## src/rtl/pack_stream_to_1d_array.sv

```systemverilog
// ---------------------------------------------------------------------------
// pack_stream_to_1d_array
//   Collects COLS elements of BIT_WIDTH bits, one per valid/ready handshake,
//   into a flat COLS*BIT_WIDTH frame. The first element lands in column 0
//   (the LSBs). The complete frame is then offered on a valid/ready output.
//   Fill and drain never overlap: while a frame is presented, no element is
//   accepted.
//
//   Optional feature macro: PACK_FLUSH_EN
//     Defined   : adds in_last (closes a short frame early) and out_cols
//                 (number of valid columns in the presented frame).
//     Undefined : frames are always exactly COLS elements.
// ---------------------------------------------------------------------------
module pack_stream_to_1d_array #(
  parameter int BIT_WIDTH = 4,
  parameter int COLS      = 8
) (
  input  logic                           clk,
  input  logic                           rst,
  input  logic                           in_valid,
  output logic                           in_ready,
  input  logic [BIT_WIDTH-1:0]           in_data,
  output logic                           out_valid,
  input  logic                           out_ready,
  output logic [COLS*BIT_WIDTH-1:0]      out_data
`ifdef PACK_FLUSH_EN
  ,
  input  logic                           in_last,
  output logic [$clog2(COLS+1)-1:0]      out_cols
`endif
);

  localparam int CNT_W  = (COLS > 2) ? $clog2(COLS) : 1;
  localparam int OC_W   = $clog2(COLS + 1);
  localparam int DATA_W = COLS * BIT_WIDTH;

  typedef enum logic [0:0] {
    ST_FILL = 1'b0,
    ST_FULL = 1'b1
  } state_t;

  state_t              state_r;
  state_t              state_s;
  logic [CNT_W-1:0]    cnt_r;
  logic [CNT_W-1:0]    cnt_s;
  logic [DATA_W-1:0]   data_r;
  logic [DATA_W-1:0]   data_s;

  logic                accept_s;
  logic                consume_s;
  logic                last_col_s;
  logic                frame_end_s;

  // Handshake qualifiers. in_ready depends on state only, so out_ready never
  // reaches in_ready combinationally.
  assign accept_s   = in_valid & in_ready;
  assign consume_s  = out_valid & out_ready;
  assign last_col_s = (cnt_r == CNT_W'(COLS - 1));

`ifdef PACK_FLUSH_EN
  // A frame closes on the last column or early on in_last.
  assign frame_end_s = last_col_s | in_last;
`else
  // A frame closes only on the last column.
  assign frame_end_s = last_col_s;
`endif

  // State register: async reset returns to FILL, dropping out_valid at once.
  always_ff @(posedge clk or posedge rst) begin
    if (rst) begin
      state_r <= ST_FILL;
    end else begin
      state_r <= state_s;
    end
  end

  // Next-state logic: FILL until the frame closes, FULL until consumed.
  always_comb begin
    state_s = state_r;
    case (state_r)
      ST_FILL: begin
        if (accept_s && frame_end_s) begin
          state_s = ST_FULL;
        end else begin
          state_s = ST_FILL;
        end
      end
      ST_FULL: begin
        if (out_ready) begin
          state_s = ST_FILL;
        end else begin
          state_s = ST_FULL;
        end
      end
      default: begin
        state_s = ST_FILL;
      end
    endcase
  end

  // Output decode: flow-control flags are a pure function of the state register.
  always_comb begin
    in_ready  = 1'b0;
    out_valid = 1'b0;
    case (state_r)
      ST_FILL: begin
        in_ready  = 1'b1;
        out_valid = 1'b0;
      end
      ST_FULL: begin
        in_ready  = 1'b0;
        out_valid = 1'b1;
      end
      default: begin
        in_ready  = 1'b0;
        out_valid = 1'b0;
      end
    endcase
  end

  // Column counter next value: advance on accept, wrap to 0 when a frame closes.
  always_comb begin
    cnt_s = cnt_r;
    if (accept_s) begin
      if (frame_end_s) begin
        cnt_s = {CNT_W{1'b0}};
      end else begin
        cnt_s = cnt_r + CNT_W'(1);
      end
    end else begin
      cnt_s = cnt_r;
    end
  end

  // Column counter register.
  always_ff @(posedge clk or posedge rst) begin
    if (rst) begin
      cnt_r <= {CNT_W{1'b0}};
    end else begin
      cnt_r <= cnt_s;
    end
  end

  // Frame register next value: clear on consume, write column cnt on accept.
  // Clearing on consume is what makes unwritten columns of a short frame read 0.
  always_comb begin
    data_s = data_r;
    if (consume_s) begin
      data_s = {DATA_W{1'b0}};
    end else if (accept_s) begin
      for (int i = 0; i < COLS; i++) begin
        if (cnt_r == CNT_W'(i)) begin
          data_s[i*BIT_WIDTH +: BIT_WIDTH] = in_data;
        end else begin
          data_s[i*BIT_WIDTH +: BIT_WIDTH] = data_r[i*BIT_WIDTH +: BIT_WIDTH];
        end
      end
    end else begin
      data_s = data_r;
    end
  end

  // Frame register: drives out_data directly so the frame is stable in FULL.
  always_ff @(posedge clk or posedge rst) begin
    if (rst) begin
      data_r <= {DATA_W{1'b0}};
    end else begin
      data_r <= data_s;
    end
  end

  assign out_data = data_r;

`ifdef PACK_FLUSH_EN
  logic [OC_W-1:0] cols_r;
  logic [OC_W-1:0] cols_s;

  // Column-count next value: captured when a frame closes, zero outside FULL.
  always_comb begin
    cols_s = cols_r;
    if (consume_s) begin
      cols_s = {OC_W{1'b0}};
    end else if (accept_s && frame_end_s) begin
      cols_s = OC_W'(cnt_r) + OC_W'(1);
    end else begin
      cols_s = cols_r;
    end
  end

  // Column-count register.
  always_ff @(posedge clk or posedge rst) begin
    if (rst) begin
      cols_r <= {OC_W{1'b0}};
    end else begin
      cols_r <= cols_s;
    end
  end

  assign out_cols = cols_r;
`endif

endmodule

```

## config.mk

```make
export PLATFORM = sky130hd
export DESIGN_NAME = pack_stream_to_1d_array
export DESIGN_NICKNAME = d
export VERILOG_FILES = /design/src/rtl/pack_stream_to_1d_array.sv
export SDC_FILE = /design/constraint.sdc
export NUM_CORES = 1
export LEC_CHECK = 0
export BUFFER_PORTS_ARGS = -buffer_cell sky130_fd_sc_hd__buf_2
export CORE_UTILIZATION = 43
export DETAILED_ROUTE_END_ITERATION = 12
export PLACE_DENSITY_LB_ADDON = 0.08
export SYNTH_ARGS = -nofsm -noshare
export SYNTH_HDL_FRONTEND = slang
export SYNTH_SLANG_ARGS = --single-unit
```

## constraint.sdc

```tcl
create_clock -name clk -period 1.29 [get_ports clk]
set_input_delay 0.258 -clock clk [delete_from_list [all_inputs] [get_ports clk]]
set_output_delay 0.258 -clock clk [all_outputs]
set_load 0.005 [all_outputs]
```

; ---- Word level (Yosys, flattened, before mapping)
; Index checks and enable logic that the tools add are counted.
[totals]
word_cells = 56
in_bits = 8
register_bits = 36
out_inout_bits = 34
[classes]
n_addsub = 1
reduce_logical = 19
eq_ne = 7
bitwise = 3
mux = 16
[op_table]
columns = cell, count
row1 = 2-to-1 mux 32 bit, 2
row2 = 2-to-1 mux 4 bit, 8
row3 = nonzero test 2 bit, 9
row4 = AND reduction 2 bit, 8
row5 = == test 3 bit (second input constant), 4
row6 = == test 3 x 2 -> 1 bit (second input constant), 2
row7 = case mux 1 bit (2 select lines), 3
row8 = adder 3 x 1 -> 3 bit (second input constant), 1
row9 = == test 3 x 1 -> 1 bit (second input constant), 1
row10 = logical NOT 3 bit, 1
row11 = 2-to-1 mux 3 bit, 1
row12 = AND 1 bit, 2
row13 = 2-to-1 mux 1 bit, 2
row14 = logical AND 1 bit, 1
row15 = inverter 1 bit, 1

; ---- Longest topological paths before layout
[logic_depth]
depth_word = 6
depth_mapped = 4
ltp_nobuf = 4

; ---- Worst setup path before layout
; OpenSTA, ideal clock, no wires.
[synth_path]
kind = register to register
start = register cnt_r[2]
end = register data_r[15] (netlist: out_data[15])
synth_period_minus_slack_ns = 1.404
arrival_time_ns = 1.289
t_required_ns = 1.174
path_slack_ns = -0.114
n_path_buf = 0
setup_ns = 0.116
stages_incl_launch_ff = 5
cell_sequence = dfrtp_1 inv_1 ha_1 and2_4 o311ai_0
[synth_via]
elab_chain_cells = 3
[synth_rtl]
columns = item, line_no
row1 = start: declaration, 44  ; logic [CNT_W-1:0] cnt_r;
row2 = start signal: assignment, 138  ; cnt_r <= {CNT_W{1'b0}};
row3 = start signal: assignment, 140  ; cnt_r <= cnt_s;
row4 = == test 3 x 2 -> 1 bit, 152  ; if (cnt_r == CNT_W'(i)) begin
row5 = nonzero test 2 bit (no source line), -
row6 = AND reduction 2 bit (no source line), -
row7 = end signal: assignment, 166  ; data_r <= {DATA_W{1'b0}};
row8 = end signal: assignment, 168  ; data_r <= data_s;
row9 = end: declaration, 46  ; logic [DATA_W-1:0] data_r;
; Every way passes these cells.
; A chain may end at the register's enable or synchronous reset.

; ---- Final worst setup path
[layout_path]
start = register cnt_r[0]
end = register data_r[28] (netlist: out_data[28])
[layout_via]
elab_chain_cells = 3
[layout_rtl]
columns = item, line_no
row1 = == test 3 bit, 152
row2 = nonzero test 2 bit (no source line), -
row3 = AND reduction 2 bit (no source line), -
; Every way passes these cells.

==> results.py <==
metrics = {
    "layout": {
        "fill_cells": 378,
        "diodes": 0,
        "ff_latch_area_um2": 905,
        "synthToLayoutAreaGrowth_pct": 30.0,
        "fin_nets": 219,
        "drive_above_1_share_pct": 54.4,
        "multi_input_area_um2": 1070,
    },
    "placement": {
        "portBuffers": 41,
        "dp_hpwl_mm": 3.06,
        "finalWeightedCongestion": 0.847,
    },
    "sta": {
        "finalHoldWorstSlack_ns": 0.327,
        "period_share_pct": 105,
        "fin_crit_ns": 1.35,
        "fmax_ghz": 0.739,
        "fin_skew_ns": 0.00556,
        "rsz0062_at_grt": "true",
        "slew_headroom_pct": 73.4,
        "maxSlewViolCount": 0,
        "setup_viol": 32,
        "finalWorstSetupSlack_ns": -0.0628,
        "hold_viol": 0,
        "fin_tns_setup_ns": -1.05,
        "worst_slew_pin_slew_ns": 0.399,
    },
    "critical_path": {
        "worstReg2RegEnd": "out_data[28]$_DFFE_PP0P_",
        "crit_family": "flip-flops",
        "r2r_setup_slack_ns": -0.06,
        "path_depth": 4,
        "crit_fanout": 6,
        "path_cells": "ha_4 -> ha_4 -> and4b_1 -> a221o_1",
        "critPathSlowestCell": "dfrtp_2",
        "crit_path_frequent_cell": "ha_4",
        "crit_path_end": "out_data[28]$_DFFE_PP0P_",
        "end_kind": "flip-flop",
        "critPathRequiredTime_ns": 1.47,
        "start_kind": "flip-flop",
        "crit_type": "reg -> reg",
        "slowest_delay_ns": 0.46,
        "path_buf_inv": 0,
        "r2r_cells": 4,
        "r2r_start": "cnt_r[0]$_DFFE_PP0P_",
        "cp-startpoint": "cnt_r[0]$_DFFE_PP0P_",
        "arrival_ns": 1.53,
    },
    "pwr": {
        "leakage_uw": 0.00122,
        "irDropWorstVdd_v": 0.000991,
        "p_per_area_nw_per_um2": 2110,
    },
    "die": {
        "die_h_um": 69.6,
        "boundaryPins": 42,
        "core_area_um2": 4380,
        "start_util_pct": 44.9,
        "row_count": 24,
        "fp.dieArea_um2": 4850,
        "die_x_um": 69.6,
    },
    "grt": {
        "grt_util_all_layers_pct": 20.0,
        "grt_start_max_net_pins": 35,
        "antenna_found_initial": 0,
        "grt_overflow": 0,
        "grt_pass1_vias": 1480,
        "grt_pass1_wl_mm": 7.44,
    },
    "clocking": {
        "clk-insertion-delay-late_ns": 0.29,
        "clock-root-buffer": "clkbuf_8",
        "path_clk_slew_ns": 0.07,
        "cts_tree": "built",
        "clock_sinks": 36,
        "cts_buffer_depth": 2,
        "cts_buffers": 5,
        "cts.htree.levels": 2,
    },
    "drt": {
        "ant_nets": 0,
        "wirelength_mm": 4.53,
        "drt-initial-drc-count": 90,
        "drtPass1Iterations": 4,
        "vias": 1399,
        "drc": 0,
        "vias_per_cell": 5.42,
        "wire_per_inst_um": 17.5,
    },
    "outcome": {
        "outcome": "finished with violations",
        "violations": "negative setup slack",
    },
    "synth": {
        "ys_ff_latch": 36,
        "avgSynthCellArea_um2": 13.1,
        "ys_warn_count": 0,
        "synth_cell_type_count": 26,
        "synth_nets": 164,
        "seq_area_frac_synth_pct": 45.8,
        "synth.cell_area_um2": 1970,
        "syn_inst": 150,
    },
    "job": {
        "cap_violations": 0,
    },
    "worst_hold_path": {
        "hp-class": "in -> reg",
    },
}
[tightest hold or removal path: stages]
cell       delay (ns)
buf_2            0.15
nand4bb_1        0.11
o21ai_1          0.07
[power by group]
part           switching, uW  internal (uW)  total, uW
Clock                    386            435        821
Sequential               325           1620       1940
Combinational           1060           1560       2630
Total                   1780           3610       5390
[cells by family after synthesis]
family | share of synthesized area (%)
flops | 45.8
compound gates | 13.6
simple gates | 16.5
mux | 14.8
buf+inv | 5.41
fa+ha+maj | 3.82
[repair_timing]
action	4_1_cts	5_1_grt
buffers inserted	1	0
cloned	0	0
resized for setup	21	6
setup endpoints to repair	34	37
hold buffers	1	0
pin swaps	2	2
hold endpoints to repair	8	0
[placed cells by master (no fill, tap or decap)]
master,n
a21boi_0,24
a221o_1,4
and2_4,1
and2b_1,1
and4b_1,4
buf_12,3
buf_2,40
buf_4,12
buf_6,3
clkbuf_1,2
clkbuf_8,6
dfrtp_1,33
dfrtp_2,3
dlygate4sd3_1,1
ha_2,1
ha_4,5
inv_1,6
inv_2,3
mux2_2,21
mux2_4,4
mux2i_1,1
nand2_1,1
nand3b_1,4
nand4b_1,4
nand4b_4,3
nand4bb_1,1
nand4bb_4,3
nor2_1,1
nor2b_1,5
o21ai_1,1
o21bai_1,1
o311ai_2,4
[synth_stat cells]
cell	number	share of area, %
a21boi_0	24	9.2
a221o_1	4	2.0
and2_4	1	0.45
and2b_1	1	0.38
and4b_1	4	2.0
buf_1	1	0.19
buf_4	2	0.76
buf_6	3	1.7
clkbuf_1	4	0.76
clkbuf_2	1	0.25
dfrtp_1	36	46
ha_1	6	3.8
inv_1	9	1.7
mux2_2	25	14
mux2i_1	1	0.51
nand2_1	1	0.19
nand3b_1	4	1.5
nand4b_1	4	1.8
nand4b_4	3	3.6
nand4bb_1	1	0.57
nand4bb_4	3	4.2
nor2_1	1	0.19
nor2b_1	5	1.6
o21ai_0	1	0.25
o21bai_1	1	0.38
o311ai_0	4	1.8
[worst min path at each step]
stage / start / end / slack (ns) / depth (start not counted)
2_1_floorplan: in_data[0] / out_data[0]$_DFFE_PP0P_ / 0.41 / 1
3_3_place_gp: rst / out_data[15]$_DFFE_PP0P_ / 0.25 / 2
3_5_place_dp: rst / out_data[13]$_DFFE_PP0P_ / 0.26 / 2
4_1_cts: in_valid / cnt_r[1]$_DFFE_PP0P_ / 0.33 / 3
5_1_grt: in_valid / cnt_r[1]$_DFFE_PP0P_ / 0.34 / 3
6_report: in_valid / cnt_r[1]$_DFFE_PP0P_ / 0.33 / 3
[sequential cells by signal, summed over array words and instances, names as in the netlist]
| signal | cells |
|---|---|
| out_data | 32 |
| state_r | 1 |
| cnt_r | 3 |
[layer usage]
layer | routed length [um] | global-route usage, % | vias up
li1 | - | - | 662
met2 | 2360 | 36.0 | 32
met5 | 0 | 0 | -
met3 | 155 | 3.78 | 5
met1 | 1960 | 23.6 | 700
met4 | 57 | 7.33 | 0
[area by class of cell]
cell class | count | share of cell area [%]
Sequential cell | 36 | 35.4
Multi-Input combinational cell | 94 | 41.8
Timing Repair Buffer | 59 | 15.4
Clock buffer | 8 | 3.52
Tap cell | 52 | 2.54
Inverter | 9 | 1.32
[metrics by stage]
| stage | worst slack, ns | total power (uW) | cell area, um2 | utilization (%) | std cells |
|---|---|---|---|---|---|
| global route | -0.107 | 5770 | 2560 | 58.3 | 258 |
| CTS | -0.0627 | 5380 | 2530 | 57.7 | 258 |
| detailed placement | -0.123 | 4280 | 2340 | 53.4 | 248 |
| floorplan | -0.0108 | 3390 | 1990 | - | 150 |
| global placement | -0.0517 | 4190 | 2340 | 53.4 | 248 |
| finish | -0.0628 | 5390 | 2560 | 58.3 | 258 |
No activity file was read; power rests on OpenSTA's default activity.
